`src/rtl/redmule_mx_pkg.sv`:
```
// Shared definitions for the MX decoder / FP16 packer datapath: element widths,
// row-buffer state encoding and the lane-to-element index helper.
package redmule_mx_pkg;

  localparam int unsigned MX_ELEM_W = 8;
  localparam int unsigned FP16_W    = 16;

  typedef enum logic [1:0] {
    BUF_EMPTY   = 2'd0,
    BUF_FILLING = 2'd1,
    BUF_FULL    = 2'd2
  } buf_state_e;

  function automatic int unsigned lane_elem_idx(input int unsigned beat,
                                                input int unsigned lane,
                                                input int unsigned num_lanes);
    return beat * num_lanes + lane;
  endfunction

endpackage

```
`src/rtl/redmule_mx_pack_buf.sv`:
```
// One row buffer of the FP16 packer: element data, per-element strobe and
// EMPTY/FILLING/FULL state. A clear empties the buffer and zeroes its contents.
module redmule_mx_pack_buf
  import redmule_mx_pkg::*;
#(
  parameter int unsigned BITW      = FP16_W,
  parameter int unsigned NUM_ELEMS = 32,
  parameter int unsigned NUM_LANES = 1,
  parameter int unsigned OFF_W     = (NUM_ELEMS > 1) ? $clog2(NUM_ELEMS) : 1
) (
  input  logic                          clk_i,
  input  logic                          rst_i,
  input  logic                          clr_i,
  input  logic                          wr_en_i,
  input  logic                          wr_close_i,
  input  logic [OFF_W-1:0]              wr_off_i,
  input  logic [NUM_LANES*BITW-1:0]     wr_data_i,
  output logic [NUM_ELEMS*BITW-1:0]     data_o,
  output logic [NUM_ELEMS-1:0]          strb_o,
  output buf_state_e                    state_o
);

  localparam int unsigned LANE_W = NUM_LANES * BITW;
  localparam int unsigned OUT_W  = NUM_ELEMS * BITW;

  buf_state_e                state_r;
  buf_state_e                state_s;
  logic [OUT_W-1:0]          data_r;
  logic [NUM_ELEMS-1:0]      strb_r;

  // Next buffer state; a FULL buffer only leaves FULL through a clear.
  always_comb begin
    state_s = state_r;
    if (clr_i) begin
      state_s = BUF_EMPTY;
    end else begin
      case (state_r)
        BUF_EMPTY, BUF_FILLING: begin
          if (wr_en_i) begin
            state_s = wr_close_i ? BUF_FULL : BUF_FILLING;
          end else begin
            state_s = state_r;
          end
        end
        BUF_FULL: state_s = BUF_FULL;
        default:  state_s = BUF_EMPTY;
      endcase
    end
  end

  // State register.
  always_ff @(posedge clk_i or posedge rst_i) begin
    if (rst_i) begin
      state_r <= BUF_EMPTY;
    end else begin
      state_r <= state_s;
    end
  end

  // Element and strobe storage; lanes land at the element offset of the beat.
  always_ff @(posedge clk_i or posedge rst_i) begin
    if (rst_i) begin
      data_r <= {OUT_W{1'b0}};
      strb_r <= {NUM_ELEMS{1'b0}};
    end else if (clr_i) begin
      data_r <= {OUT_W{1'b0}};
      strb_r <= {NUM_ELEMS{1'b0}};
    end else if (wr_en_i && (state_r != BUF_FULL)) begin
      data_r[wr_off_i*BITW +: LANE_W]  <= wr_data_i;
      strb_r[wr_off_i +: NUM_LANES]    <= {NUM_LANES{1'b1}};
    end else begin
      data_r <= data_r;
      strb_r <= strb_r;
    end
  end

  assign data_o  = data_r;
  assign strb_o  = strb_r;
  assign state_o = state_r;

endmodule

```
`src/rtl/redmule_mx_fp16_packer.sv`:
```
// Packs narrow FP16 beats from the MX decoder into full rows through a ping-pong
// buffer pair. Optional counters under `REDMULE_MX_PACKER_PERF_EN.
module redmule_mx_fp16_packer
  import redmule_mx_pkg::*;
#(
  parameter int unsigned BITW      = FP16_W,
  parameter int unsigned NUM_ELEMS = 32,
  parameter int unsigned NUM_LANES = 1
) (
  input  logic                        clk_i,
  input  logic                        rst_i,
  input  logic                        clear_i,
  input  logic                        fp16_valid_i,
  output logic                        fp16_ready_o,
  input  logic [NUM_LANES*BITW-1:0]   fp16_data_i,
  input  logic                        fp16_last_i,
  output logic                        out_valid_o,
  input  logic                        out_ready_i,
  output logic [NUM_ELEMS*BITW-1:0]   out_data_o,
  output logic [NUM_ELEMS-1:0]        out_strb_o
`ifdef REDMULE_MX_PACKER_PERF_EN
  ,
  output logic [31:0]                 stall_cnt_o,
  output logic [31:0]                 row_cnt_o
`endif
);

  localparam int unsigned NUM_GROUPS = NUM_ELEMS / NUM_LANES;
  localparam int unsigned OUT_W      = NUM_ELEMS * BITW;
  localparam int unsigned CNT_W      = (NUM_GROUPS > 1) ? $clog2(NUM_GROUPS) : 1;
  localparam int unsigned OFF_W      = (NUM_ELEMS > 1) ? $clog2(NUM_ELEMS) : 1;

  if ((NUM_ELEMS % NUM_LANES) != 0) begin : g_bad_lanes
    $fatal(1, "redmule_mx_fp16_packer: NUM_LANES must divide NUM_ELEMS");
  end

  logic                  wr_sel_r;
  logic                  rd_sel_r;
  logic [CNT_W-1:0]      beat_cnt_r;
  buf_state_e            st_s   [2];
  logic [OUT_W-1:0]      data_s [2];
  logic [NUM_ELEMS-1:0]  strb_s [2];
  logic                  wr_en_s  [2];
  logic                  clr_s    [2];
  logic                  xfer_s;
  logic                  close_s;
  logic                  hs_s;
  logic [OFF_W-1:0]      wr_off_s;

  assign wr_off_s = OFF_W'(lane_elem_idx(32'(beat_cnt_r), 32'd0, 32'(NUM_LANES)));

  // Handshakes and output mux; a soft clear discards both handshakes.
  always_comb begin
    fp16_ready_o = 1'b1;
    out_valid_o  = 1'b0;
    out_data_o   = {OUT_W{1'b0}};
    out_strb_o   = {NUM_ELEMS{1'b0}};
    fp16_ready_o = ((wr_sel_r ? st_s[1] : st_s[0]) != BUF_FULL);
    out_valid_o  = ((rd_sel_r ? st_s[1] : st_s[0]) == BUF_FULL);
    if (out_valid_o) begin
      out_data_o = rd_sel_r ? data_s[1] : data_s[0];
      out_strb_o = rd_sel_r ? strb_s[1] : strb_s[0];
    end else begin
      out_data_o = {OUT_W{1'b0}};
      out_strb_o = {NUM_ELEMS{1'b0}};
    end
    hs_s    = out_valid_o && out_ready_i && !clear_i;
    xfer_s  = fp16_valid_i && fp16_ready_o && !clear_i;
    close_s = xfer_s && ((beat_cnt_r == CNT_W'(NUM_GROUPS - 1)) || fp16_last_i);
  end

  for (genvar b = 0; b < 2; b++) begin : g_buf
    assign wr_en_s[b] = xfer_s && (wr_sel_r == 1'(b));
    assign clr_s[b]   = clear_i || (hs_s && (rd_sel_r == 1'(b)));

    redmule_mx_pack_buf #(
      .BITW      (BITW),
      .NUM_ELEMS (NUM_ELEMS),
      .NUM_LANES (NUM_LANES),
      .OFF_W     (OFF_W)
    ) u_buf (
      .clk_i      (clk_i),
      .rst_i      (rst_i),
      .clr_i      (clr_s[b]),
      .wr_en_i    (wr_en_s[b]),
      .wr_close_i (close_s),
      .wr_off_i   (wr_off_s),
      .wr_data_i  (fp16_data_i),
      .data_o     (data_s[b]),
      .strb_o     (strb_s[b]),
      .state_o    (st_s[b])
    );
  end

  // Write/read pointers and beat position within the row being filled.
  always_ff @(posedge clk_i or posedge rst_i) begin
    if (rst_i) begin
      wr_sel_r   <= 1'b0;
      rd_sel_r   <= 1'b0;
      beat_cnt_r <= {CNT_W{1'b0}};
    end else if (clear_i) begin
      wr_sel_r   <= 1'b0;
      rd_sel_r   <= 1'b0;
      beat_cnt_r <= {CNT_W{1'b0}};
    end else begin
      if (close_s) begin
        wr_sel_r   <= ~wr_sel_r;
        beat_cnt_r <= {CNT_W{1'b0}};
      end else if (xfer_s) begin
        beat_cnt_r <= beat_cnt_r + CNT_W'(1);
      end else begin
        beat_cnt_r <= beat_cnt_r;
      end
      if (hs_s) begin
        rd_sel_r <= ~rd_sel_r;
      end else begin
        rd_sel_r <= rd_sel_r;
      end
    end
  end

`ifdef REDMULE_MX_PACKER_PERF_EN
  logic [31:0] stall_cnt_r;
  logic [31:0] row_cnt_r;

  // Saturating stall and completed-row counters.
  always_ff @(posedge clk_i or posedge rst_i) begin
    if (rst_i) begin
      stall_cnt_r <= 32'd0;
      row_cnt_r   <= 32'd0;
    end else if (clear_i) begin
      stall_cnt_r <= 32'd0;
      row_cnt_r   <= 32'd0;
    end else begin
      if (out_valid_o && !out_ready_i && (stall_cnt_r != 32'hFFFF_FFFF)) begin
        stall_cnt_r <= stall_cnt_r + 32'd1;
      end else begin
        stall_cnt_r <= stall_cnt_r;
      end
      if (hs_s && (row_cnt_r != 32'hFFFF_FFFF)) begin
        row_cnt_r <= row_cnt_r + 32'd1;
      end else begin
        row_cnt_r <= row_cnt_r;
      end
    end
  end

  assign stall_cnt_o = stall_cnt_r;
  assign row_cnt_o   = row_cnt_r;
`endif

endmodule

```
`config.mk`:
```
export PLATFORM = sky130hd
export DESIGN_NAME = redmule_mx_fp16_packer
export DESIGN_NICKNAME = d
export VERILOG_FILES = /design/src/rtl/redmule_mx_pkg.sv /design/src/rtl/redmule_mx_pack_buf.sv /design/src/rtl/redmule_mx_fp16_packer.sv
export SDC_FILE = /design/constraint.sdc
export NUM_CORES = 2
export LEC_CHECK = 0
export CORE_MARGIN = 3
export CORE_UTILIZATION = 49
export CTS_BUF_LIST = sky130_fd_sc_hd__clkbuf_4 sky130_fd_sc_hd__clkbuf_8 sky130_fd_sc_hd__clkbuf_16
export DETAILED_ROUTE_END_ITERATION = 16
export PLACE_DENSITY = 0.75
export SLEW_MARGIN = 20
export SYNTH_ARGS = -nofsm -noshare
export SYNTH_HDL_FRONTEND = slang
export SYNTH_SLANG_ARGS = --single-unit
```
`constraint.sdc`:
```
create_clock -name clk_i -period 54.2 [get_ports clk_i]
set_input_delay 8.13 -clock clk_i [delete_from_list [all_inputs] [get_ports clk_i]]
set_output_delay 8.13 -clock clk_i [all_outputs]
set_load 0.005 [all_outputs]
```
### Word-level counts from Yosys, hierarchy flattened

Cells that the tools add are included.
Widths: inputs -> output; s select.

* register bits after elaboration: 1099
* input port bits: 22
* logic and storage cells: 85

* $add $sub $neg: 3
* equality and inequality tests: 11
* shift operators: 4
* muxes and demuxes: 32
* bitwise gates (word level): 2
* reductions and logical operators: 24

Operator list (number)
* $mux 512: 6
* $bwmux 512: 2
* $shift 16x34->512 const A: 1
* $shiftx 16x34->512: 1
* $mux 32: 6
* $bwmux 32: 2
* $neg 9->34: 1
* $shift 1x7->32 const A: 1
* $shiftx 1x7->32 const A: 1
* $mux 5: 3
* $mux 2: 7
* $logic_and 1x1->1: 11
* $pmux 2 s2: 2
* $reduce_bool 2->1: 4
* $neg 5->7: 1
* $eq 2x2->1 const B: 3
* $ne 2x2->1 const B: 3
* $ne 3x1->1 const B: 2
* $add 5x1->5 const B: 1
* $eq 5x5->1 const B: 1
* $eq 2x1->1 const B: 2
* $logic_not 2->1: 2
* $mux 1: 4
* $reduce_or 2->1: 2
* other kinds (4): 7

### Logic depth before layout (Yosys ltp)

* depth in word-level cells: 9
* gate-level depth with buffers: 16
* depth with buffers taken out: 9

### Modules after synthesis

From an unflattened synthesis, not the netlist that was laid out.

* cells, all modules: 5246
* area total of the unflattened synthesis: 54038.1 µm²

Modules (own cells, without submodules)
* redmule_mx_pack_buf at g_buf[0].u_buf: instances 1, cells each 1925, area each 23025.8 µm²
* redmule_mx_pack_buf at g_buf[1].u_buf: instances 1, cells each 2050, area each 22390.2 µm²
* redmule_mx_fp16_packer: instances 1, cells each 1271, area each 8622.0 µm²

### Worst setup path after synthesis

OpenSTA, ideal clock, no wires.

* path type: reg-to-output
* from: reg rd_sel_r
* to: out out_data_o[362]
* arrival time: 1.867 ns
* setup slack: 44.203 ns
* stages on the path, launching flop included: 7
* path buffers: 4
* cells stage by stage: dfrtp_1 clkbuf_1 clkbuf_1 clkbuf_1 clkbuf_1 mux2i_1 nor2_1

* longest elaborated chain between the ends: 3
* elaborated cells on any way between the ends: 4
* classes of those cells: 1 x eq/ne; 3 x mux

Ends and longest elaborated chain
* start: declaration: RTL line redmule_mx_fp16_packer.sv:38 `logic rd_sel_r;`
* start signal: assignment: RTL line redmule_mx_fp16_packer.sv:115 `rd_sel_r <= ~rd_sel_r;`
* start signal: assignment: RTL line redmule_mx_fp16_packer.sv:117 `rd_sel_r <= rd_sel_r;`
* $mux 2: RTL line redmule_mx_fp16_packer.sv:59 `out_valid_o = ((rd_sel_r ? st_s[1] : st_s[0]) == BUF_FULL);`
* $eq 2x2->1: RTL line redmule_mx_fp16_packer.sv:59
* $mux 512 *: RTL line redmule_mx_fp16_packer.sv:60 `if (out_valid_o) begin`
* end: declaration: RTL line redmule_mx_fp16_packer.sv:19 `output logic [NUM_ELEMS*BITW-1:0] out_data_o,`

Mark *: on every way between the ends. The rest lies on a longest branch, timed or not.

### Worst setup path in the final report

* from: reg rd_sel_r
* to: out out_data_o[351]

The elaborated chain is that of the path after synthesis.

==> results.sh <==
export IMPL_outcome="complete, no violations"
export IMPL_clk_insertion_delay_late_ns=0.72
export IMPL_post_place_ws_ns=41.09
export IMPL_tritoncts_num_sinks=1099
export IMPL_gp_congestion=0.881
export IMPL_setup_viol=0
export IMPL_finClkSkew_ns=0.0287
export IMPL_yosysTopAreaCellShare_pct=53.3
export IMPL_netlist_cell_type_count=58
export IMPL_cts_repair_timing_setup_buffer_count=0
export IMPL_grt_first_pass_wirelength_um=269000
export IMPL_min_path_type="reg2reg"
export IMPL_clockBufferDepth=3
export IMPL_report_power_total_mw=1.77
export IMPL_final_cell_area_sq_mm=0.0622
export IMPL_placedCellCount=7007
export IMPL_post_cts_resized_instances=0
export IMPL_r2r_end="g_buf[1].u_buf.data_o[387]"
export IMPL_crit_path_start_kind="register"
export IMPL_syn_area_per_cell_sq_um=9.36
export IMPL_ys_seq_area_share_pct=53.3
export IMPL_reg2regPathDepth=9
export IMPL_routed_via_count_divided_by_cell_count=6.16
export IMPL_tritoncts="yes"
export IMPL_yosysWarningCount=0
export IMPL_synthTopCellsByCount="1099 x dfrtp_1, 850 x o21ai_0, 748 x nand3_1"
export IMPL_area_growth_pct=20.5
export IMPL_cp_endpoint="out_data_o[351]"
export IMPL_fraction_of_final_layout_cells_with_drive_strength_greater_than_1_pct=7.56
export IMPL_crit_arrival_ns=5.79
export IMPL_critical_path_class="reg2out"
export IMPL_die_area_sq_mm=0.109
export IMPL_synth_seq_cells=1099
export IMPL_detail_route_wirelength_um=179000
export IMPL_post_dp_hpwl_um=112000
export IMPL_synth_most_common_cell="dfrtp_1"
export IMPL_die_width_um=331
export IMPL_floorplan_initialDensity_pct=49.6
export IMPL_cts_root_buf="clkbuf_16"
export IMPL_post_cts_hold_buffer_count=0
export IMPL_layout_nets=5776
export IMPL_max_cap_violations=0
export IMPL_tightestPinTransition_ns=1.26
export IMPL_numCtsBuffers=114
export IMPL_h_tree_levels=3
export IMPL_min_period_ns=13.92
export IMPL_critPathMaxFanout=131
export IMPL_core_area_sq_mm=0.104
export IMPL_rows=118
export IMPL_timing_final_ws_setup_ns=40.28
export IMPL_netlist_top_cells_area="dfrtp_1 53%, mux2i_1 12%, o21ai_0 8.2%, nand3_1 7.2%, nor2_1 4.8%"
export IMPL_crit_path_end_kind="output port"
export IMPL_number_of_flops_mapped_to_enable_cells_by_yosys=0
export IMPL_finalHoldViolCount=0
export IMPL_clkTransAtPathRegs_ns=0.06
export IMPL_yosys_most_used_dff="dfrtp_1"
export IMPL_power_leakage_nw=24.2
export IMPL_grt_max_degree=233
export IMPL_fmax_mhz=71.9
export IMPL_drv_slew=0
export IMPL_antenna_violations_before_repair=4
export IMPL_setup_tns_ns=0
export IMPL_post_synth_instance_area_sq_mm=0.0516
export IMPL_synth_async_reset_ratio_pct=100
export IMPL_grt_overflow=0
export IMPL_synth_top_cell_by_area="dfrtp_1"
export IMPL_power_density_mw_per_mm2=28.4
export IMPL_critical_path_required_time_ns=46.07
export IMPL_wire_per_inst_um=24.8
export IMPL_max_slew_margin_pct=15.8
export IMPL_die_h_um=331
export IMPL_overall_routing_resource_usage_pct=32.2
export IMPL_drcViolationCount=0
export IMPL_dr_total_vias=44500
export IMPL_grt_setup_unrepaired="no"
export IMPL_r2r_start="beat_cnt_r[0]"
export IMPL_critPathLaunch="rd_sel_r"
export IMPL_post_dp_cell_area_sq_mm=0.0579
export IMPL_numPortBuffers=567
export IMPL_instances_no_fill=7226
export IMPL_regToRegSetupSlack_ns=49.37
export IMPL_finalCritPeriodShare_pct=25.7
export IMPL_ios=568
export IMPL_ir_drop_uv=25.9
export IMPL_ant_nets=0
export IMPL_drt_iter0_drcs=4993
export IMPL_mappedNetlistNets=5544
export IMPL_synth_cells=5515
export IMPL_number_of_global_route_vias_before_repair=43000
export IMPL_first_pass_iters=6
==> metrics by stage <==
step                      hold slack, ns  util [%]
after floorplan                    0.433         -
after global placement             0.457      55.6
after detailed placement           0.464      55.6
after CTS                          0.474      59.7
after global routing               0.495      59.8
final                              0.479      59.8
==> placed cells by master (no fill, tap or decap), types with 5 or more instances in the layout <==
| cell | netlist | routed |
|---|---|---|
| clkbuf_16 | 0 | 115 |
| nand3_1 | 748 | 739 |
| or2_2 | 8 | 8 |
| or3_1 | 5 | 5 |
| clkbuf_4 | 0 | 16 |
| nand2_1 | 483 | 481 |
| nand4_1 | 53 | 53 |
| mux2i_1 | 634 | 633 |
| clkinvlp_4 | 0 | 5 |
| nor4_2 | 4 | 9 |
| nor2b_1 | 5 | 5 |
| clkinv_2 | 0 | 25 |
| clkdlybuf4s50_1 | 0 | 553 |
| o21ai_0 | 850 | 849 |
| and2_1 | 9 | 9 |
| ha_1 | 7 | 7 |
| a21oi_1 | 102 | 101 |
| nor4_1 | 13 | 5 |
| o211ai_1 | 126 | 126 |
| a31o_2 | 32 | 32 |
| or4_1 | 5 | 5 |
| buf_4 | 0 | 93 |
| buf_6 | 1 | 6 |
| nor2_1 | 660 | 654 |
| nor3_1 | 23 | 22 |
| dfrtp_1 | 1099 | 1098 |
| o31ai_1 | 13 | 13 |
| nor2_2 | 1 | 5 |
| clkbuf_8 | 0 | 27 |
| inv_1 | 9 | 8 |
| buf_12 | 0 | 9 |
| bufinv_16 | 0 | 17 |
| buf_2 | 56 | 13 |
| nand2b_1 | 6 | 6 |
| o21ai_1 | 7 | 7 |
| nand3_2 | 4 | 13 |
==> worst max-delay path, cell delays in order (launching register included) <==
cell	delay [ns]
dfrtp_4	1.01
buf_12	0.68
buf_4	0.95
buf_4	0.90
mux2i_1	0.52
nor2_1	0.10
clkdlybuf4s50_1	0.55
==> routing by layer <==
| metal | GRT usage (%) | part of all wire (%) | wire (um) |
|---|---|---|---|
| met1 | 43.5 | 40 | 71000 |
| met2 | 49.2 | 45 | 81600 |
| met3 | 7.71 | 9.8 | 17600 |
| met4 | 14.8 | 5.1 | 9200 |
| met5 | 0 | 0.011 | 20 |
==> report_power, final <==
| group | internal [mW] | switching, mW | total [mW] |
|---|---|---|---|
| sequential | 0.822 | 0.00164 | 0.824 |
| clock | 0.518 | 0.345 | 0.862 |
| combinational | 0.0120 | 0.0699 | 0.0819 |
| total | 1.35 | 0.416 | 1.77 |
==> logic make-up (layout without fill, tap and decap cells) <==
| family | count (synthesis) | in the layout | share of synthesized area [%] |
|---|---|---|---|
| adder cells (fa/ha/maj) | 7 | 7 | 0.170 |
| flip-flops | 1099 | 1099 | 53.3 |
| multiplexers | 636 | 636 | 12.3 |
| AND/OR/NAND/NOR | 2054 | 2054 | 17.7 |
| buffers and inverters | 570 | 900 | 4.30 |
| XOR/XNOR | 2 | 2 | 0.0339 |
| AO/OA/AOI/OAI | 1147 | 1147 | 12.2 |
| other | 0 | 1 | 0 |
==> worst min path at each step <==
stage	from	cells past startpoint	end
floorplan	g_buf[0].u_buf.state_o[1]	1	g_buf[0].u_buf.state_o[0]
global placement	g_buf[0].u_buf.state_o[1]	1	g_buf[0].u_buf.state_o[0]
detailed placement	g_buf[0].u_buf.state_o[1]	1	g_buf[0].u_buf.state_o[0]
CTS	g_buf[0].u_buf.state_o[1]	1	g_buf[0].u_buf.state_o[0]
global route	g_buf[0].u_buf.state_o[1]	1	g_buf[0].u_buf.state_o[0]
finish	g_buf[0].u_buf.state_o[1]	1	g_buf[0].u_buf.state_o[0]
==> layout make-up <==
cell class              instances  area, sq um
fillers                      8685        41900
flip-flops and latches       1099        27500
multi-input cells            3846        22100
repair buffers                677         6610
clock buffers                 158         3370
well taps                    1380         1730
clock inverters                56          837
inverters                       9         41.3
diodes                          1         2.50
==> registers in the layout, summed over array words and instances, names as in the netlist <==
register             count
beat_cnt_r               5
g_buf.u_buf.data_o    1024
g_buf.u_buf.strb_o      64
g_buf.u_buf.state_o      4
rd_sel_r                 1
wr_sel_r                 1
No activity file was read; power rests on OpenSTA's default activity.
